### src/rtl/mdu_pkg.sv
`default_nettype none
// +----------------------------------------------------------------------+
// | Module   : mdu_pkg                                                   |
// | Brief    : Shared constants for the RV32M multiply/divide unit:      |
// |            funct3 op codes, FSM state encodings, divider length.     |
// | Revision : 1.0 - initial release                                     |
// +----------------------------------------------------------------------+
package mdu_pkg;

  // funct3 encodings of the M-extension ops
  localparam logic [2:0] OP_MUL    = 3'b000;
  localparam logic [2:0] OP_MULH   = 3'b001;
  localparam logic [2:0] OP_MULHSU = 3'b010;
  localparam logic [2:0] OP_MULHU  = 3'b011;
  localparam logic [2:0] OP_DIV    = 3'b100;
  localparam logic [2:0] OP_DIVU   = 3'b101;
  localparam logic [2:0] OP_REM    = 3'b110;
  localparam logic [2:0] OP_REMU   = 3'b111;

  // One quotient bit per cycle over a 32-bit dividend
  localparam int MDU_DIV_CYCLES = 32;

  localparam int STATE_W = 3;
  typedef logic [STATE_W-1:0] state_t;

  localparam state_t S_IDLE = 3'd0;
  localparam state_t S_MUL  = 3'd1;
  localparam state_t S_SPEC = 3'd2;
  localparam state_t S_DIV  = 3'd3;
  localparam state_t S_FIX  = 3'd4;
  localparam state_t S_DONE = 3'd5;

  // Any divide/remainder op
  function automatic logic is_div_op(input logic [2:0] op);
    return (op == OP_DIV) || (op == OP_DIVU) || (op == OP_REM) || (op == OP_REMU);
  endfunction

  // Divide/remainder ops that treat operands as two's complement
  function automatic logic is_signed_div(input logic [2:0] op);
    return (op == OP_DIV) || (op == OP_REM);
  endfunction

  // Ops that return the remainder rather than the quotient
  function automatic logic is_rem_op(input logic [2:0] op);
    return (op == OP_REM) || (op == OP_REMU);
  endfunction

endpackage
`default_nettype wire

### src/rtl/mdu_if.sv
`default_nettype none
// +----------------------------------------------------------------------+
// | Module   : mdu_if                                                    |
// | Brief    : ID/EX -> MDU request bundle and MDU -> write-back results.|
// |            master = pipeline side, slave = MDU side.                 |
// | Revision : 1.0 - initial release                                     |
// +----------------------------------------------------------------------+
interface mdu_if #(
  parameter int XLEN     = 32,
  parameter int REG_SIZE = 5
);
  logic                flush_from_flushunit;
  logic                mdu_start_from_idex;
  logic [2:0]          mdu_op_from_idex;
  logic [XLEN-1:0]     rs1_from_idex;
  logic [XLEN-1:0]     rs2_from_idex;
  logic [REG_SIZE-1:0] rd_from_idex;
  logic [REG_SIZE-1:0] mdu_now_rd_to_wb;
  logic                mdu_busy_to_wb;
  logic                mdu_finish_to_wb;
  logic [XLEN-1:0]     mdu_result_to_wb;

  modport master (
    output flush_from_flushunit, mdu_start_from_idex, mdu_op_from_idex,
           rs1_from_idex, rs2_from_idex, rd_from_idex,
    input  mdu_now_rd_to_wb, mdu_busy_to_wb, mdu_finish_to_wb, mdu_result_to_wb
  );

  modport slave (
    input  flush_from_flushunit, mdu_start_from_idex, mdu_op_from_idex,
           rs1_from_idex, rs2_from_idex, rd_from_idex,
    output mdu_now_rd_to_wb, mdu_busy_to_wb, mdu_finish_to_wb, mdu_result_to_wb
  );
endinterface
`default_nettype wire

### src/rtl/mdu_div_core.sv
`default_nettype none
// +----------------------------------------------------------------------+
// | Module   : mdu_div_core                                              |
// | Brief    : Unsigned radix-2 restoring divider, one quotient bit per  |
// |            cycle for MDU_DIV_CYCLES cycles after a start pulse.      |
// | Revision : 1.0 - initial release                                     |
// +----------------------------------------------------------------------+
module mdu_div_core
  import mdu_pkg::*;
#(
  parameter int XLEN = 32
) (
  input  wire logic            clk,
  input  wire logic            rst,
  input  wire logic            i_start,
  input  wire logic [XLEN-1:0] i_dividend,
  input  wire logic [XLEN-1:0] i_divisor,
  output logic      [XLEN-1:0] o_quotient,
  output logic      [XLEN-1:0] o_remainder,
  // High during the final iteration; quotient/remainder are valid next cycle
  output logic                 o_done
);

  localparam int CNT_W = $clog2(MDU_DIV_CYCLES);

  logic [XLEN-1:0]  r_quo;
  logic [XLEN-1:0]  r_rem;
  logic [XLEN-1:0]  r_div;
  logic [CNT_W-1:0] r_cnt;
  logic             r_busy;

  logic [XLEN:0]    w_rem_sh;
  logic             w_ge;
  logic [XLEN-1:0]  w_sub;
  logic             w_last;

  // Shift the next dividend bit into the partial remainder and trial-subtract
  always_comb begin
    w_rem_sh = {r_rem, r_quo[XLEN-1]};
    w_ge     = (w_rem_sh >= {1'b0, r_div});
    // The true difference is below the divisor, so the low bits are exact
    w_sub    = w_rem_sh[XLEN-1:0] - r_div;
    w_last   = r_busy && (r_cnt == CNT_W'(MDU_DIV_CYCLES - 1));
  end

  // Iteration registers: load on start, then one restoring step per cycle
  always_ff @(posedge clk) begin
    if (rst) begin
      r_quo  <= '0;
      r_rem  <= '0;
      r_div  <= '0;
      r_cnt  <= '0;
      r_busy <= 1'b0;
    end else if (i_start) begin
      r_quo  <= i_dividend;
      r_rem  <= '0;
      r_div  <= i_divisor;
      r_cnt  <= '0;
      r_busy <= 1'b1;
    end else if (r_busy) begin
      r_rem  <= w_ge ? w_sub : w_rem_sh[XLEN-1:0];
      r_quo  <= {r_quo[XLEN-2:0], w_ge};
      r_cnt  <= r_cnt + CNT_W'(1);
      if (w_last) begin
        r_busy <= 1'b0;
      end
    end
  end

  assign o_quotient  = r_quo;
  assign o_remainder = r_rem;
  assign o_done      = w_last;

endmodule
`default_nettype wire

### src/rtl/mdu_unit.sv
`default_nettype none
// +----------------------------------------------------------------------+
// | Module   : mdu_unit                                                  |
// | Brief    : Iterative RV32M multiply/divide unit. Multiplies in 2     |
// |            cycles, divides in 34 (2 for divide-by-zero/overflow).    |
// | Revision : 1.0 - initial release                                     |
// +----------------------------------------------------------------------+
module mdu_unit
  import mdu_pkg::*;
#(
  parameter int XLEN     = 32,
  parameter int REG_SIZE = 5
) (
  input wire logic clk,
  input wire logic rst,
  mdu_if.slave     bus
);

  state_t              r_state;
  state_t              w_state_nxt;
  logic [2:0]          r_op;
  logic [XLEN-1:0]     r_a;
  logic [XLEN-1:0]     r_b;
  logic [REG_SIZE-1:0] r_rd;
  logic [XLEN-1:0]     r_result;

  logic                w_accept;
  logic                w_in_div;
  logic                w_in_signed;
  logic                w_in_special;
  logic [XLEN-1:0]     w_abs_a;
  logic [XLEN-1:0]     w_abs_b;
  logic                w_div_start;
  logic [XLEN-1:0]     w_quo;
  logic [XLEN-1:0]     w_rem;
  logic                w_div_done;

  logic                w_sa;
  logic                w_sb;
  logic [2*XLEN-1:0]   w_a_ext;
  logic [2*XLEN-1:0]   w_b_ext;
  logic [2*XLEN-1:0]   w_prod;
  logic [XLEN-1:0]     w_mul_res;
  logic [XLEN-1:0]     w_spec_res;
  logic [XLEN-1:0]     w_fix_res;
  logic                w_neg_q;
  logic                w_neg_r;
  logic                w_busy;
  logic                w_finish;

  // Request decode: acceptance, special-case detection, operand magnitudes
  always_comb begin
    w_accept     = bus.mdu_start_from_idex && !bus.flush_from_flushunit &&
                   ((r_state == S_IDLE) || (r_state == S_DONE));
    w_in_div     = is_div_op(bus.mdu_op_from_idex);
    w_in_signed  = is_signed_div(bus.mdu_op_from_idex);
    w_in_special = (bus.rs2_from_idex == '0) ||
                   (w_in_signed &&
                    (bus.rs1_from_idex == {1'b1, {(XLEN-1){1'b0}}}) &&
                    (bus.rs2_from_idex == '1));
    w_abs_a      = (w_in_signed && bus.rs1_from_idex[XLEN-1]) ? -bus.rs1_from_idex
                                                               : bus.rs1_from_idex;
    w_abs_b      = (w_in_signed && bus.rs2_from_idex[XLEN-1]) ? -bus.rs2_from_idex
                                                               : bus.rs2_from_idex;
    w_div_start  = w_accept && w_in_div && !w_in_special;
  end

  mdu_div_core #(
    .XLEN (XLEN)
  ) u_div (
    .clk         (clk),
    .rst         (rst),
    .i_start     (w_div_start),
    .i_dividend  (w_abs_a),
    .i_divisor   (w_abs_b),
    .o_quotient  (w_quo),
    .o_remainder (w_rem),
    .o_done      (w_div_done)
  );

  // Result formation for each completing path
  always_comb begin
    // 33-bit signed operands sign-extended to 64 bits; the low 64 product bits are exact
    w_sa    = ((r_op == OP_MULH) || (r_op == OP_MULHSU)) && r_a[XLEN-1];
    w_sb    = (r_op == OP_MULH) && r_b[XLEN-1];
    w_a_ext = {{XLEN{w_sa}}, r_a};
    w_b_ext = {{XLEN{w_sb}}, r_b};
    w_prod  = w_a_ext * w_b_ext;
    case (r_op)
      OP_MULH, OP_MULHSU, OP_MULHU: w_mul_res = w_prod[2*XLEN-1:XLEN];
      default:                      w_mul_res = w_prod[XLEN-1:0];
    endcase

    if (r_b == '0) begin
      w_spec_res = is_rem_op(r_op) ? r_a : '1;
    end else begin
      w_spec_res = is_rem_op(r_op) ? '0 : {1'b1, {(XLEN-1){1'b0}}};
    end

    // Quotient sign is the XOR of operand signs; remainder follows the dividend
    w_neg_q   = is_signed_div(r_op) && (r_a[XLEN-1] ^ r_b[XLEN-1]);
    w_neg_r   = is_signed_div(r_op) && r_a[XLEN-1];
    if (is_rem_op(r_op)) begin
      w_fix_res = w_neg_r ? -w_rem : w_rem;
    end else begin
      w_fix_res = w_neg_q ? -w_quo : w_quo;
    end
  end

  // FSM state register
  always_ff @(posedge clk) begin
    if (rst) begin
      r_state <= S_IDLE;
    end else begin
      r_state <= w_state_nxt;
    end
  end

  // FSM next-state logic
  always_comb begin
    w_state_nxt = S_IDLE;
    case (r_state)
      S_IDLE, S_DONE: begin
        if (w_accept) begin
          if (!w_in_div)        w_state_nxt = S_MUL;
          else if (w_in_special) w_state_nxt = S_SPEC;
          else                  w_state_nxt = S_DIV;
        end else begin
          w_state_nxt = S_IDLE;
        end
      end
      S_MUL:   w_state_nxt = S_DONE;
      S_SPEC:  w_state_nxt = S_DONE;
      S_DIV:   w_state_nxt = w_div_done ? S_FIX : S_DIV;
      S_FIX:   w_state_nxt = S_DONE;
      default: w_state_nxt = S_IDLE;
    endcase
  end

  // FSM outputs
  always_comb begin
    w_busy   = (r_state == S_MUL) || (r_state == S_SPEC) ||
               (r_state == S_DIV) || (r_state == S_FIX);
    w_finish = (r_state == S_DONE);
  end

  // Operand capture on accept; result register loads on the cycle before DONE
  always_ff @(posedge clk) begin
    if (rst) begin
      r_op     <= '0;
      r_a      <= '0;
      r_b      <= '0;
      r_rd     <= '0;
      r_result <= '0;
    end else begin
      if (w_accept) begin
        r_op <= bus.mdu_op_from_idex;
        r_a  <= bus.rs1_from_idex;
        r_b  <= bus.rs2_from_idex;
        r_rd <= bus.rd_from_idex;
      end
      case (r_state)
        S_MUL:   r_result <= w_mul_res;
        S_SPEC:  r_result <= w_spec_res;
        S_FIX:   r_result <= w_fix_res;
        default: r_result <= r_result;
      endcase
    end
  end

  assign bus.mdu_now_rd_to_wb = r_rd;
  assign bus.mdu_busy_to_wb   = w_busy;
  assign bus.mdu_finish_to_wb = w_finish;
  assign bus.mdu_result_to_wb = r_result;

endmodule
`default_nettype wire

### src/flat_wrapper.sv
// flat-port wrapper written by rule: the top's interface ports become plain ports
module mdu_unit_flat import mdu_pkg::*;
#(
  parameter int XLEN     = 32,
  parameter int REG_SIZE = 5
)
  (clk, rst, bus_flush_from_flushunit, bus_mdu_start_from_idex, bus_mdu_op_from_idex, bus_rs1_from_idex, bus_rs2_from_idex, bus_rd_from_idex, bus_mdu_now_rd_to_wb, bus_mdu_busy_to_wb, bus_mdu_finish_to_wb, bus_mdu_result_to_wb);
  mdu_if #(.XLEN(XLEN), .REG_SIZE(REG_SIZE)) bus_i ();
  input wire logic clk;
  input wire logic rst;
  input wire logic [$bits(bus_i.flush_from_flushunit)-1:0] bus_flush_from_flushunit;
  input wire logic [$bits(bus_i.mdu_start_from_idex)-1:0] bus_mdu_start_from_idex;
  input wire logic [$bits(bus_i.mdu_op_from_idex)-1:0] bus_mdu_op_from_idex;
  input wire logic [$bits(bus_i.rs1_from_idex)-1:0] bus_rs1_from_idex;
  input wire logic [$bits(bus_i.rs2_from_idex)-1:0] bus_rs2_from_idex;
  input wire logic [$bits(bus_i.rd_from_idex)-1:0] bus_rd_from_idex;
  output wire logic [$bits(bus_i.mdu_now_rd_to_wb)-1:0] bus_mdu_now_rd_to_wb;
  output wire logic [$bits(bus_i.mdu_busy_to_wb)-1:0] bus_mdu_busy_to_wb;
  output wire logic [$bits(bus_i.mdu_finish_to_wb)-1:0] bus_mdu_finish_to_wb;
  output wire logic [$bits(bus_i.mdu_result_to_wb)-1:0] bus_mdu_result_to_wb;
  assign bus_i.flush_from_flushunit = bus_flush_from_flushunit;
  assign bus_i.mdu_start_from_idex = bus_mdu_start_from_idex;
  assign bus_i.mdu_op_from_idex = bus_mdu_op_from_idex;
  assign bus_i.rs1_from_idex = bus_rs1_from_idex;
  assign bus_i.rs2_from_idex = bus_rs2_from_idex;
  assign bus_i.rd_from_idex = bus_rd_from_idex;
  assign bus_mdu_now_rd_to_wb = bus_i.mdu_now_rd_to_wb;
  assign bus_mdu_busy_to_wb = bus_i.mdu_busy_to_wb;
  assign bus_mdu_finish_to_wb = bus_i.mdu_finish_to_wb;
  assign bus_mdu_result_to_wb = bus_i.mdu_result_to_wb;
  mdu_unit #(.XLEN(XLEN), .REG_SIZE(REG_SIZE)) u_core (.clk(clk), .rst(rst), .bus(bus_i));
endmodule
### config.mk
export PLATFORM = sky130hd
export DESIGN_NAME = mdu_unit_flat
export DESIGN_NICKNAME = d
export VERILOG_FILES = /design/src/rtl/mdu_pkg.sv /design/src/rtl/mdu_if.sv /design/src/rtl/mdu_div_core.sv /design/src/rtl/mdu_unit.sv /design/src/flat_wrapper.sv
export SDC_FILE = /design/constraint.sdc
export NUM_CORES = 2
export LEC_CHECK = 0
export CELL_PAD_IN_SITES_DETAIL_PLACEMENT = 1
export CELL_PAD_IN_SITES_GLOBAL_PLACEMENT = 1
export CORE_MARGIN = 4
export CORE_UTILIZATION = 23
export CTS_CLUSTER_DIAMETER = 200
export DETAILED_ROUTE_END_ITERATION = 6
export PLACE_DENSITY_LB_ADDON = 0.1
export SYNTH_ARGS = -nofsm -noshare
export SYNTH_HDL_FRONTEND = slang
export SYNTH_SLANG_ARGS = --single-unit
### constraint.sdc
create_clock -name clk -period 21 [get_ports clk]
set_input_delay 3.15 -clock clk [delete_from_list [all_inputs] [get_ports clk]]
set_output_delay 3.15 -clock clk [all_outputs]
set_load 0.03 [all_outputs]
After elaboration in Yosys (flattened, before gate mapping) --
Index checks and enable logic that the tools add are counted.
Operators by class: reductions and logical operators 36, bitwise gates (word level) 1, $lt $le $gt $ge 1, multipliers 1, add/subtract/negate cells 6, equal/unequal tests 18, mux-type cells 21
Operators by type and width (number):
- $mux 32 | 12
- $neg 32->32 | 4
- $pmux 32 s3 | 1
- $eq 32x32->1 const B | 2
- $logic_not 32->1 | 2
- $mul 33x33->64 | 1
- $ge 33x32->1 | 1
- $sub 32x32->32 | 1
- $eq 3x3->1 const B | 9
- $logic_and 1x1->1 | 13
- $eq 3x2->1 const B | 4
- $logic_or 1x1->1 | 12
- $mux 3 | 3
- $pmux 3 s3 | 1
- $eq 3x1->1 const B | 2
- $reduce_or 3->1 | 2
- $add 5x1->5 const B | 1
- $eq 5x5->1 const B | 1
- $mux 1 | 4
- $reduce_or 2->1 | 2
- $logic_not 3->1 | 1
- $reduce_bool 3->1 | 1
- $logic_not 1->1 | 2
- $reduce_bool 2->1 | 1
- $xor 1x1->1 | 1
Storage, ports and cells: input port bits 76, register bits after elaboration 209, logic and storage cells 95, output and inout bits 39

Logic depth before layout (Yosys ltp) --
depth after elaboration 9, gate-level depth with buffers 32, gate-level depth less buffers 29

By module --
From an unflattened synthesis, not the netlist that was laid out.
Unflattened totals: cell total of the unflattened synthesis 6126, area, all modules 51902.3 um^2
Modules (own cells, without submodules):
- mdu_unit | times used 1, seq. area each 2142.1 um^2, area an instance 45782.7 um^2, cells an instance 5388
- mdu_div_core | times used 1, seq. area each 2042.0 um^2, area an instance 6119.6 um^2, cells an instance 738

Worst setup path after synthesis --
Ideal clock, no wire load.
path kind register to register, from reg u_core.r_a[31], to reg u_core.r_result[31] (netlist: u_core.bus.mdu_result_to_wb[31]), setup time 0.127 ns, arrival 8.233 ns, slack 12.640 ns, data required time 20.873 ns, clock period less this slack 8.360 ns, stages on the path, launching flop included 27, buffers on the path 2, path through dfxtp_1 clkbuf_1 nor3b_1 clkbuf_1 nand2_1 fa_1 fa_1 inv_1 fa_1 inv_1 fa_1 inv_1 fa_1 fa_1 fa_1 inv_1 fa_1 inv_1 ha_1 nand4_1 or2_2 o221ai_1 a31oi_1 o31ai_1 a21oi_1 and3_1 or3_1
Between the ends: cells in the longest elaborated chain, start to end 5, elaborated cells on any way between the ends 12, those cells by class mul (1); mux (7); bitwise (1); reduce/logical (3)
Ends and longest elaborated chain:
- from (decl) | line mdu_unit.sv:22 | logic [XLEN-1:0] r_a;
- from (signal assigned) | line mdu_unit.sv:158 | r_a <= bus.rs1_from_idex;
- branches (longest 4 deep; another with $mul 33x33->64)
- $pmux 32 s3 * | line mdu_unit.sv:162 | case (r_state)
- to (signal assigned) | line mdu_unit.sv:163 | S_MUL: r_result <= w_mul_res;
- to (signal assigned) | line mdu_unit.sv:164 | S_SPEC: r_result <= w_spec_res;
- to (signal assigned) | line mdu_unit.sv:165 | S_FIX: r_result <= w_fix_res;
- to (decl) | line mdu_unit.sv:25 | logic [XLEN-1:0] r_result;
Mark *: on every way between the ends. A chain may end at the register's enable or synchronous reset.

Worst setup path in the final report --
from reg u_core.r_a[31], to reg u_core.r_result[23] (netlist: u_core.bus.mdu_result_to_wb[23])
Same word-level chain as after synthesis.

==> flow_summary.json <==
{
  "run_status": "finished, final reports clean",
  "grt_antenna_before_repair": 12,
  "viasPerCell": 4.50,
  "ctsHtreeMaxLevel": 1,
  "ioPinCount": 115,
  "hold_ws_ns": 0.455,
  "core_area_mm2": 0.223,
  "cell_internal_pwr_w": 0.00141,
  "final_common_cell": "inv_1",
  "cts_hold_repair.buffers": 0,
  "grt_start_max_net_pins": 78,
  "die_width_um": 483,
  "cts_post_setup_buffers_inserted": 0,
  "post_drt_wl_per_cell_um": 22.9,
  "rows": 173,
  "yosysUniqueCellTypes": 77,
  "worst_hold_stages": 2,
  "grtUsageTotal_pct": 17.8,
  "grt_remaining_overflow": 0,
  "cell_count_after_synthesis": 6149,
  "pwr-share-seq_pct": 18.6,
  "drt_pass1_iterations": 5,
  "postSynth.topFlopCell": "dfxtp_1",
  "min_from": "u_core.r_b[21]",
  "timing.final.hold_violations": 0,
  "place_congestion": 0.812,
  "reg2reg_to": "u_core.bus.mdu_result_to_wb[23]",
  "post_syn_area_mm2": 0.0518,
  "worstSkewPairLatency_ns": 0.58,
  "type_of_the_worst_min_delay_path": "register to register",
  "switching_share_pct": 54.0,
  "most_used_cells_in_the_layout_excluding_fill_and_tap_cells": "inv_1 (1253), fa_1 (1126), nand2_1 (1056), and2_1 (323), a21oi_1 (266)",
  "crit_path_max_fanout": 31,
  "grt_pass1_vias": 45600,
  "antenna_left": 0,
  "slew_headroom_pct": 31.4,
  "static-leakage-power_nw": 25.1,
  "final.period_utilization_pct": 45.0,
  "cpMaxStageDelayCell": "fa_1",
  "placement.io_buffers": 114,
  "post_cts.resized_instances": 0,
  "cts_tree": "done",
  "clock_power_share_pct": 18.0,
  "synth.avg_cell_area_um2": 8.43,
  "vias": 40600,
  "yosys_warnings": 0,
  "worstHoldEndpoint": "u_core.r_b[21]",
  "post_route_cells_drive_above_1_share_pct": 3.55,
  "ff2ff_setup_slack_ns": 11.54,
  "setup_viol": 0,
  "clock_transition_at_the_registers_of_the_reported_paths_ns": 0.06,
  "chipHeight_um": 483,
  "crit_path_leading_delay_family": "adder cells",
  "cts.root.buffer_cell": "clkbuf_16",
  "worst_vdd_ir_uv": 61.2,
  "synthesis.nets": 7603,
  "kind_of_end_point_of_the_critical_path": "register",
  "synth_edf_count": 0,
  "max_slew.worst_pin.slew_ns": 1.03,
  "cts_made_buffers": 28,
  "max_stage_delay_ns": 0.79,
  "rsz0062_at_grt": "false",
  "worst-endpoint-required_ns": 21.48,
  "crit_path_start_kind": "register",
  "tritoncts_num_sinks": 209,
  "dp_hpwl_mm": 168,
  "total_detailed_routing_wirelength_mm": 206,
  "powerDensity_mw_per_mm2": 53.7,
  "criticalPathCategory": "register to register",
  "drcViolationCount": 0,
  "reg2regPathDepth": 25,
  "switchingPower_w": 0.00166,
  "clock-skew-final_ns": 0.0145,
  "final_max_slew_viol_count": 0,
  "reg2reg_from": "u_core.r_a[31]",
  "share_comb_of_total_power_pct": 63.4,
  "drv.max_cap_violation_count": 0,
  "yosysSeqAreaShare_pct": 8.08,
  "tns_ns": 0,
  "drt_iter0_drc": 1952,
  "timing.critical_path.arrival_ns": 9.94,
  "floorplan.initialDensity_pct": 23.2,
  "ys_async_sr_fraction_pct": 0,
  "areaGrowthSynthToFinish_pct": 10.2,
  "grt_first_pass_wirelength_mm": 310,
  "ys_ff_latch": 209,
  "clk_path_buf_depth": 3,
  "critical_path.n_buffers_inverters": 6,
  "final_nets": 7466,
  "floorplan.die_area_mm2": 0.233,
  "max_freq_ghz": 0.106,
  "finalWorstPathRequiredPeriod_ns": 9.46,
  "crit_path_frequent_cell": "fa_1"
}
Yosys cell counts (18+ instances only):
library cell,number,area share (%)
or3_1,21,0.25
xnor2_1,112,1.9
o31ai_1,20,0.29
a31oi_1,42,0.51
a21o_1,52,0.75
and2_1,323,3.9
clkbuf_1,369,2.7
nand2_1,1057,7.7
fa_1,1126,44
nor4_1,20,0.24
o211ai_1,20,0.29
nand4_1,29,0.35
o21bai_1,18,0.26
a21oi_1,267,2.6
mux2i_1,43,0.83
ha_1,252,6.1
o21ai_0,137,1.3
inv_1,1253,9.1
nor3_1,59,0.57
dfxtp_1,209,8.1
o2111ai_1,19,0.32
a211oi_1,82,1.2
nand3_1,41,0.40
nor2_1,242,1.8
xor2_1,97,1.6
how the worst max path moves through the flow:
stage                         startpoint                         endpoint  depth (start not counted)
final                     u_core.r_a[31]  u_core.bus.mdu_result_to_wb[23]                         25
after global routing      u_core.r_a[31]  u_core.bus.mdu_result_to_wb[31]                         25
after CTS                 u_core.r_a[31]  u_core.bus.mdu_result_to_wb[31]                         25
after detailed placement  u_core.r_a[31]  u_core.bus.mdu_result_to_wb[31]                         25
after global placement    u_core.r_a[31]  u_core.bus.mdu_result_to_wb[31]                         25
after floorplan           u_core.r_a[31]  u_core.bus.mdu_result_to_wb[31]                         26
per-stage QoR:
| step | setup slack (ns) | utilization [%] | power (W) | instances | area (um^2) |
|---|---|---|---|---|---|
| finish | 11.54 | 25.6 | 0.00307 | 9012 | 57100 |
| global route | 10.83 | 25.6 | 0.00331 | 9009 | 57100 |
| CTS | 11.42 | 25.6 | 0.00313 | 9008 | 57100 |
| detailed placement | 11.44 | 25.1 | 0.00255 | 8957 | 56100 |
| global placement | 11.37 | 25.1 | 0.00255 | 8957 | 56100 |
| floorplan | 12.64 | - | 0.00171 | 6149 | 51800 |
registers in the layout, summed over array words and instances (netlist names), 5 cells and up:
register	flops
u_core.u_div.o_remainder	32
u_core.u_div.r_cnt	5
u_core.r_b	32
u_core.r_a	32
u_core.bus.mdu_result_to_wb	32
u_core.u_div.r_div	32
u_core.bus.mdu_now_rd_to_wb	5
u_core.u_div.o_quotient	32
power groups by stage:
stage / registers [W] / clock network (W) / logic (W)
after floorplan: 0.000557 / 0 / 0.00116
after global placement: 0.000579 / 0 / 0.00197
after detailed placement: 0.000579 / 0 / 0.00198
after CTS: 0.000571 / 0.000571 / 0.00199
after global routing: 0.000578 / 0.000584 / 0.00215
final: 0.000569 / 0.000553 / 0.00195
cell families (layout without fill, tap and decap cells):
kind of cell             after synthesis  after routing  share of synthesized area [%]
AND/OR/NAND/NOR                     1910           1910                           16.8
AO/OA/AOI/OAI                        755            755                           9.09
flip-flops                           209            209                           8.08
XOR/XNOR                             209            209                           3.53
multiplexers                          45             45                          0.874
buffers and inverters               1643           1527                           12.0
adder cells (fa/ha/maj)             1378           1378                           49.6
other                                  0              4                              0
area by class of cell:
type                    instances  area, um^2
flip-flops and latches        209        4200
inverters                    1253        4700
fillers                     26100      166000
clock inverters                15         229
clock buffers                  36         792
well taps                    2975        3720
repair buffers                223        1960
diodes                          4        10.0
multi-input cells            4297       41500
layer usage:
| metal | part of all wire (%) | wire [um] | GRT usage [%] |
|---|---|---|---|
| met5 | 0 | 0 | 0 |
| met4 | 2.2 | 4570 | 3.16 |
| met3 | 3.0 | 6280 | 1.83 |
| met2 | 47 | 97800 | 30.0 |
| met1 | 47 | 97300 | 24.9 |
worst min-delay path: stages (launching register included):
cell and delay, ns:
dfxtp_2 0.32, nand2_1 0.05, a21oi_1 0.05
Note: power is estimated with default switching activity, not from simulation.
